[config.mk]
export PLATFORM = sky130hd
export DESIGN_NAME = page_loader
export DESIGN_NICKNAME = d
export VERILOG_FILES = /design/src/rtl/loader_pkg.sv /design/src/rtl/spi_pkg.sv /design/src/rtl/page_loader_ram.sv /design/src/rtl/page_loader.sv
export SDC_FILE = /design/constraint.sdc
export NUM_CORES = 2
export LEC_CHECK = 0
export ABC_CLOCK_PERIOD_IN_PS = 10900
export BUFFER_PORTS_ARGS = -buffer_cell sky130_fd_sc_hd__buf_2
export CAP_MARGIN = 20
export CORE_ASPECT_RATIO = 1.5
export CORE_MARGIN = 2
export CORE_UTILIZATION = 40
export CTS_CLUSTER_DIAMETER = 80
export DETAILED_ROUTE_END_ITERATION = 8
export GPL_TIMING_DRIVEN = 0
export HOLD_SLACK_MARGIN = 0.06
export PLACE_DENSITY = 0.52
export SYNTH_ARGS = -nofsm -noshare
export SYNTH_HDL_FRONTEND = slang
export SYNTH_MEMORY_MAX_BITS = 65536
export SYNTH_SLANG_ARGS = --single-unit
[constraint.sdc]
create_clock -name clk -period 10.9 [get_ports clk]
set_input_delay 1.635 -clock clk [delete_from_list [all_inputs] [get_ports clk]]
set_output_delay 1.635 -clock clk [all_outputs]
set_load 0.05 [all_outputs]
[src/rtl/loader_pkg.sv]
// Helpers and drain-FSM state codes for the page loader.
package loader_pkg;
  function automatic int clog2_len(input int page_bytes);
    return $clog2(page_bytes + 1);
  endfunction

  // IDLE and DONE both present NONE on cmd, so the FSM keeps its own codes.
  localparam logic [2:0] ST_ERASE = 3'd0;
  localparam logic [2:0] ST_IDLE  = 3'd1;
  localparam logic [2:0] ST_WRITE = 3'd2;
  localparam logic [2:0] ST_END   = 3'd3;
  localparam logic [2:0] ST_DONE  = 3'd4;
endpackage

[src/rtl/spi_pkg.sv]
// Command vocabulary shared with the spi flash controller.
package spi_pkg;
  typedef enum logic [1:0] {
    NONE  = 2'd0,
    ERASE = 2'd1,
    WRITE = 2'd2,
    END   = 2'd3
  } cmd_t;
endpackage

[src/rtl/page_loader_ram.sv]
// Simple dual-port RAM holding all page buffers: sync write, registered read.
module page_ram #(
  parameter int ADDR_SIZE = 9,
  parameter int DATA_SIZE = 8
) (
  input  logic                 clk,
  input  logic                 we,
  input  logic [ADDR_SIZE-1:0] waddr,
  input  logic [DATA_SIZE-1:0] wdata,
  input  logic [ADDR_SIZE-1:0] raddr,
  output logic [DATA_SIZE-1:0] rdata
);
  logic [DATA_SIZE-1:0] mem [2**ADDR_SIZE];

  always_ff @(posedge clk) begin
    if (we) mem[waddr] <= wdata;
    rdata <= mem[raddr];
  end
endmodule

[src/rtl/page_loader.sv]
// Stages a UART byte stream into a ring of page buffers and sequences the spi
// flash controller through ERASE, one WRITE per page, then END.
module page_loader
  import spi_pkg::*;
  import loader_pkg::*;
#(
  parameter int          PAGE_BYTES = 256,
  parameter int          NUM_BUFS   = 2,
  parameter logic [23:0] BASE_ADDR  = 24'h0
) (
  input  logic                                clk,
  input  logic                                n_rst,
  input  logic                                in_valid,
  input  logic [7:0]                          in_data,
  input  logic                                in_timeout,
  output logic                                in_ready,
  output logic                                overflow,
  output cmd_t                                cmd,
  input  logic                                cmd_done,
  output logic [23:0]                         addr_out,
  output logic [clog2_len(PAGE_BYTES)-1:0]    page_len,
  input  logic [$clog2(PAGE_BYTES)-1:0]       rd_addr,
  output logic [7:0]                          rd_data,
  output logic                                done
);
  localparam int OFF_W = $clog2(PAGE_BYTES);
  localparam int BUF_W = $clog2(NUM_BUFS);
  localparam int LEN_W = clog2_len(PAGE_BYTES);
  localparam int CNT_W = $clog2(NUM_BUFS + 1);
  localparam logic [LEN_W-1:0] FULL_LEN  = LEN_W'(PAGE_BYTES);
  localparam logic [CNT_W-1:0] MAX_CNT   = CNT_W'(NUM_BUFS);
  localparam logic [23:0]      PAGE_STEP = 24'(PAGE_BYTES);

  logic [2:0]       state;
  logic [BUF_W-1:0] wr_buf;
  logic [BUF_W-1:0] rd_buf;
  logic [LEN_W-1:0] fill;
  logic [CNT_W-1:0] count;
  logic             seen_data;
  logic             end_req;
  logic [LEN_W-1:0] len_rf [NUM_BUFS];

  logic             active;
  logic             accept;
  logic [LEN_W-1:0] fill_inc;
  logic             full_commit;
  logic             part_commit;
  logic             commit;
  logic             pg_release;

  // A byte arriving with the timeout is counted before the flush decision.
  always_comb begin
    active      = (state != ST_DONE);
    in_ready    = (count < MAX_CNT);
    accept      = in_valid && in_ready && active;
    fill_inc    = fill + LEN_W'(accept);
    full_commit = accept && (fill_inc == FULL_LEN);
    part_commit = in_timeout && active && !full_commit && (fill_inc != '0);
    commit      = full_commit || part_commit;
    pg_release  = (state == ST_WRITE) && cmd_done;
  end

  always_comb begin
    cmd = NONE;
    case (state)
      ST_ERASE: cmd = ERASE;
      ST_WRITE: cmd = WRITE;
      ST_END:   cmd = END;
      default:  cmd = NONE;
    endcase
  end

  always_ff @(posedge clk or negedge n_rst) begin
    if (!n_rst) begin
      state     <= ST_ERASE;
      wr_buf    <= '0;
      rd_buf    <= '0;
      fill      <= '0;
      count     <= '0;
      seen_data <= 1'b0;
      end_req   <= 1'b0;
      overflow  <= 1'b0;
      done      <= 1'b0;
      addr_out  <= BASE_ADDR;
      page_len  <= FULL_LEN;
    end else begin
      if (in_valid && !in_ready) overflow <= 1'b1;
      if (accept) seen_data <= 1'b1;
      if (in_timeout && active && (seen_data || accept)) end_req <= 1'b1;
      fill <= commit ? '0 : fill_inc;
      if (commit) wr_buf <= wr_buf + BUF_W'(1);
      if (pg_release) begin
        rd_buf   <= rd_buf + BUF_W'(1);
        addr_out <= addr_out + PAGE_STEP;
      end
      count <= count + CNT_W'(commit) - CNT_W'(pg_release);

      case (state)
        ST_ERASE: if (cmd_done) state <= ST_IDLE;
        ST_IDLE: begin
          if (count != '0) begin
            state    <= ST_WRITE;
            page_len <= len_rf[rd_buf];
          end else if (end_req) begin
            state <= ST_END;
          end
        end
        ST_WRITE: if (cmd_done) state <= ST_IDLE;
        ST_END: begin
          if (cmd_done) begin
            state <= ST_DONE;
            done  <= 1'b1;
          end
        end
        default: state <= ST_DONE;
      endcase
    end
  end

  always_ff @(posedge clk) begin
    if (commit) len_rf[wr_buf] <= fill_inc;
  end

  page_ram #(
    .ADDR_SIZE(OFF_W + BUF_W),
    .DATA_SIZE(8)
  ) u_ram (
    .clk  (clk),
    .we   (accept),
    .waddr({wr_buf, fill[OFF_W-1:0]}),
    .wdata(in_data),
    .raddr({rd_buf, rd_addr}),
    .rdata(rd_data)
  );

  assert property (@(posedge clk) disable iff (!n_rst) count <= MAX_CNT);
  assert property (@(posedge clk) disable iff (!n_rst) !(pg_release && !commit && count == '0));
endmodule
==> impl_results.md <==
* Final Non-Filler Cells at around 15000
* Antenna-violating nets left at 0
* I/O pin count at 67
* Sequential Power Share at 0.512
* Int Power at 26.2 mW
* Die W at 525 µm
* Async set-reset flop share out of synthesis at 0.0108
* Worst r2r src: rd_buf
* Max Clock Skew at ~50 ps
* Worst Tran Pin Value at around 1300 ps
* Final hold vios at 0
* EDFF count, synth at around 4100
* Largest net degree at the start of global routing at approximately 150
* Critical path class: in -> reg
* Nets@finish at 8848
* Leak Pwr at ~59 nW
* GR Overflow Total at 0
* Vias in the first global route at just under 90000
* Worst Path Arrival at approximately 6900 ps
* Synth Instances at ~8200
* Critical Path Start Type: input pin
* Core Box Area at 405000 µm²
* CP cell instances: buf_2 > inv_1 > buf_2 > clkbuf_2 > buf_12 > clkbuf_1 > o221ai_1 > o22ai_1 > a22oi_1 > nand3_1 > nand4_1 > and4_1
* Origin of the worst setup path: rd_addr[4]
* GR Util met3 at 0.0603
* Router iterations before antenna repair at 8
* Worst-case vdd ir drop at roughly 0.14 mV
* Sw Ratio at 0.246
* Area growth from synthesis to layout at 14.2%
* GRT Max-Usage Layer: met2
* Clock transition at path regs at around 60 ps
* Final period util at 0.557
* Drc violations at 0
* Cts hold-fix bufs at 0
* Most used cell along the critical path: buf_2
* Num rows at roughly 290
* I/O Buffers at 57
* Post-cts sizing count at 0
* Status: finished, final reports clean
* DP HPWL at 441000 µm
* Final WL at 613000 µm
* Layout cells sized above 1 at 0.199
* R2r setup slk at ~5900 ps
* Hold Path Class: reg -> reg
* Top_reg_cell synth: edfxtp_1
* Slowest-stage cell, CP: clkbuf_1
* Fmax at around 160 MHz
* YS warnings at 0
* Postcts setup bufs at 0
* Required @ worst endpoint at between 10000 and 15000 ps
* Fin crit period at between 6000 and 7000 ps
* Grt met1 use at 0.316
* Via count at approximately 89000
* GR Util All Layers at 0.292
* Cell count after placement at ~14000
* Synth Register Bits at 4167
* Max-slew violations at 0
* First-pass GRT wire length at ~800000 µm
* RSZ-0062 raised after global routing: false
* Crit path depth at 12
* Initial DRC count at 11700
* Wire per inst at about 42 µm
* Num CTS Buffers at just under 400
* Starting Density at 0.402
* Leading area contributor after synthesis: edfxtp_1
* Distinct cells, synth at between 60 and 70
* Mapped Avg Cell Area at a little under 20 µm²
* Met2 global-route usage at 0.494
* Fin Setup TNS at 0 ps
* NetSw at 8.53 mW
* Worst-Skew Late Latency at between 900 and 1000 ps
* Root buffer selected by CTS: clkbuf_16
* Routed vias/inst at 6.17
* Final setup fails at 0
* Top-area cell type share of the netlist area at 0.760
* Clk network pwr share at 0.400
* Comb pwr share at 0.088
* Biggest cell delay along the critical path at approximately 820 ps
* Sequential cell area fraction in the yosys report at 0.767
* Worst R2R End: u_ram.rdata[0]
* Setup crit end kind: register
* Worst-case clock buffer depth at 4
* Die Y at between 700 and 800 µm
* CP Max Fanout at 10
* H-tree Lvls at 5
* CTS sink cnt at 4167
* Synth area leaders: edfxtp_1 76%, mux4_2 9.1%, mux2i_1 5.0%
* Final setup margin at ~4800 ps
* Initial antenna violation count at just under 60
* CP endpoint: u_ram.rdata[6]
* Delay-heaviest family, CP: buffers and inverters
* Mapped cell area at between 150000 and 200000 µm²
* Slew HR at 0.136
* Die area at a little over 400000 µm²
* GP Congestion at between 0.9 and 1
* CTS tree: done
* Pre-CTS WS at about 4000 ps
* Pwr dens at approximately 190 nW/µm²
* Max-Cap Viols at 0
* Worst Path Buf+Inv at 6
* Worst Reg-to-Reg Cells at 10
[stage by stage]
stage	hold WS [ps]	power, mW	utilization	instance area, µm²
2_1_floorplan	432	19.3	-	163000
3_3_place_gp	446	21.0	0.419	170000
3_5_place_dp	450	21.1	0.427	173000
4_1_cts	464	34.7	0.458	186000
5_1_grt	468	35.4	0.459	186000
6_report	467	34.7	0.459	186000
[area by class of cell]
class / instances / area [µm²]
fillers: 34000 / 219000
clock buffers: 475 / 10300
inverters: 14 / 52.6
repair buffers: 218 / 3320
clock inverters: 232 / 2380
multi-input cells: 3501 / 34800
well taps: 5328 / 6670
flip-flops and latches: 4167 / 125000
plain buffers: 529 / 3300
diodes: 43 / 108
[worst register-to-register path: stages, from the launching register on]
cell and delay [ps]:
dfrtp_1 560, clkbuf_1 910, clkbuf_1 680, buf_8 240, nand3b_1 330, a211oi_1 80, nor3_1 890, o22ai_1 280
a2111oi_2 390, buf_4 260, and3_1 320
[routing by layer]
| layer | vias to the layer above | part of all wire |
|---|---|---|
| met5 | - | 0.00028 |
| met4 | 26 | 0.098 |
| met3 | 1551 | 0.079 |
| met2 | 5129 | 0.49 |
| met1 | 47500 | 0.33 |
| li1 | 35300 | - |
[cells in the final DEF (no fill, tap or decap), types with 25 or more instances in the layout]
| master | n |
|---|---|
| dfrtp_1 | 44 |
| clkbuf_16 | 397 |
| buf_16 | 44 |
| nor2_1 | 613 |
| buf_8 | 59 |
| nand3_1 | 38 |
| clkinv_1 | 71 |
| a21oi_1 | 193 |
| edfxtp_1 | 4114 |
| diode_2 | 43 |
| mux4_2 | 654 |
| buf_6 | 101 |
| buf_2 | 122 |
| nand2_1 | 95 |
| buf_12 | 47 |
| a22oi_1 | 31 |
| buf_4 | 82 |
| nor3_1 | 59 |
| mux2i_1 | 808 |
| o22ai_1 | 196 |
| clkinv_2 | 71 |
| clkbuf_2 | 91 |
| clkbuf_1 | 251 |
| bufinv_16 | 40 |
| nor2b_1 | 25 |
| o221ai_1 | 364 |
| nand4_1 | 39 |
| o21ai_0 | 143 |
[power by group through the flow]
stage | clock network (mW) | logic (mW) | registers [mW]
5_1_grt | 14.5 | 3.05 | 17.8
3_3_place_gp | 0 | 2.79 | 18.3
3_5_place_dp | 0 | 2.97 | 18.1
4_1_cts | 14.0 | 2.98 | 17.8
2_1_floorplan | 0 | 1.13 | 18.2
6_report | 13.9 | 3.05 | 17.8
[cells by family (layout without fill, tap and decap cells)]
logic type      Yosys count  after routing  synth area share
simple gates            969            969            0.0260
mux                    1464           1464             0.140
buf+inv                 543           1468            0.0199
other cells               1             51         0.0000231
flops                  4167           4167             0.767
compound gates         1028           1028            0.0443
fa+ha+maj                 5              5          0.000385
xor+xnor                 27             27           0.00145
[registers in the layout, summed over array words and instances (netlist names)]
signal	flops
len_rf	18
state	3
end_req	1
seen_data	1
fill	9
page_len	9
rd_buf	1
overflow	1
done	1
wr_buf	1
count	2
addr_out	16
u_ram.mem	4096
u_ram.rdata	8
[Yosys cell counts (9+ instances only)]
cell type  instances
edfxtp_1        4114
mux2i_1          808
mux4_2           654
nor2_1           614
o221ai_1         364
clkbuf_1         270
o22ai_1          196
a21oi_1          193
o21ai_0          143
nand2_1           95
buf_6             93
buf_2             67
buf_4             65
nor3_1            65
dfrtp_1           44
nand4_1           39
nand3_1           38
a22oi_1           31
nor2b_1           25
buf_1             21
a211oi_1          20
nor4_1            16
xnor2_1           16
a222oi_1          15
inv_1             14
nand2b_1          12
and3_1            11
xor2_1            11
a2111oi_0         10
or3_1              9
[worst min-delay path by stage]
stage,endpoint,from,cells past startpoint
after global placement,end_req,end_req,1
after detailed placement,end_req,end_req,1
after floorplan,seen_data,seen_data,1
after global routing,addr_out[11],n_rst,1
after CTS,end_req,end_req,1
final,end_req,end_req,1
Note: power is estimated with default switching activity, not from simulation.
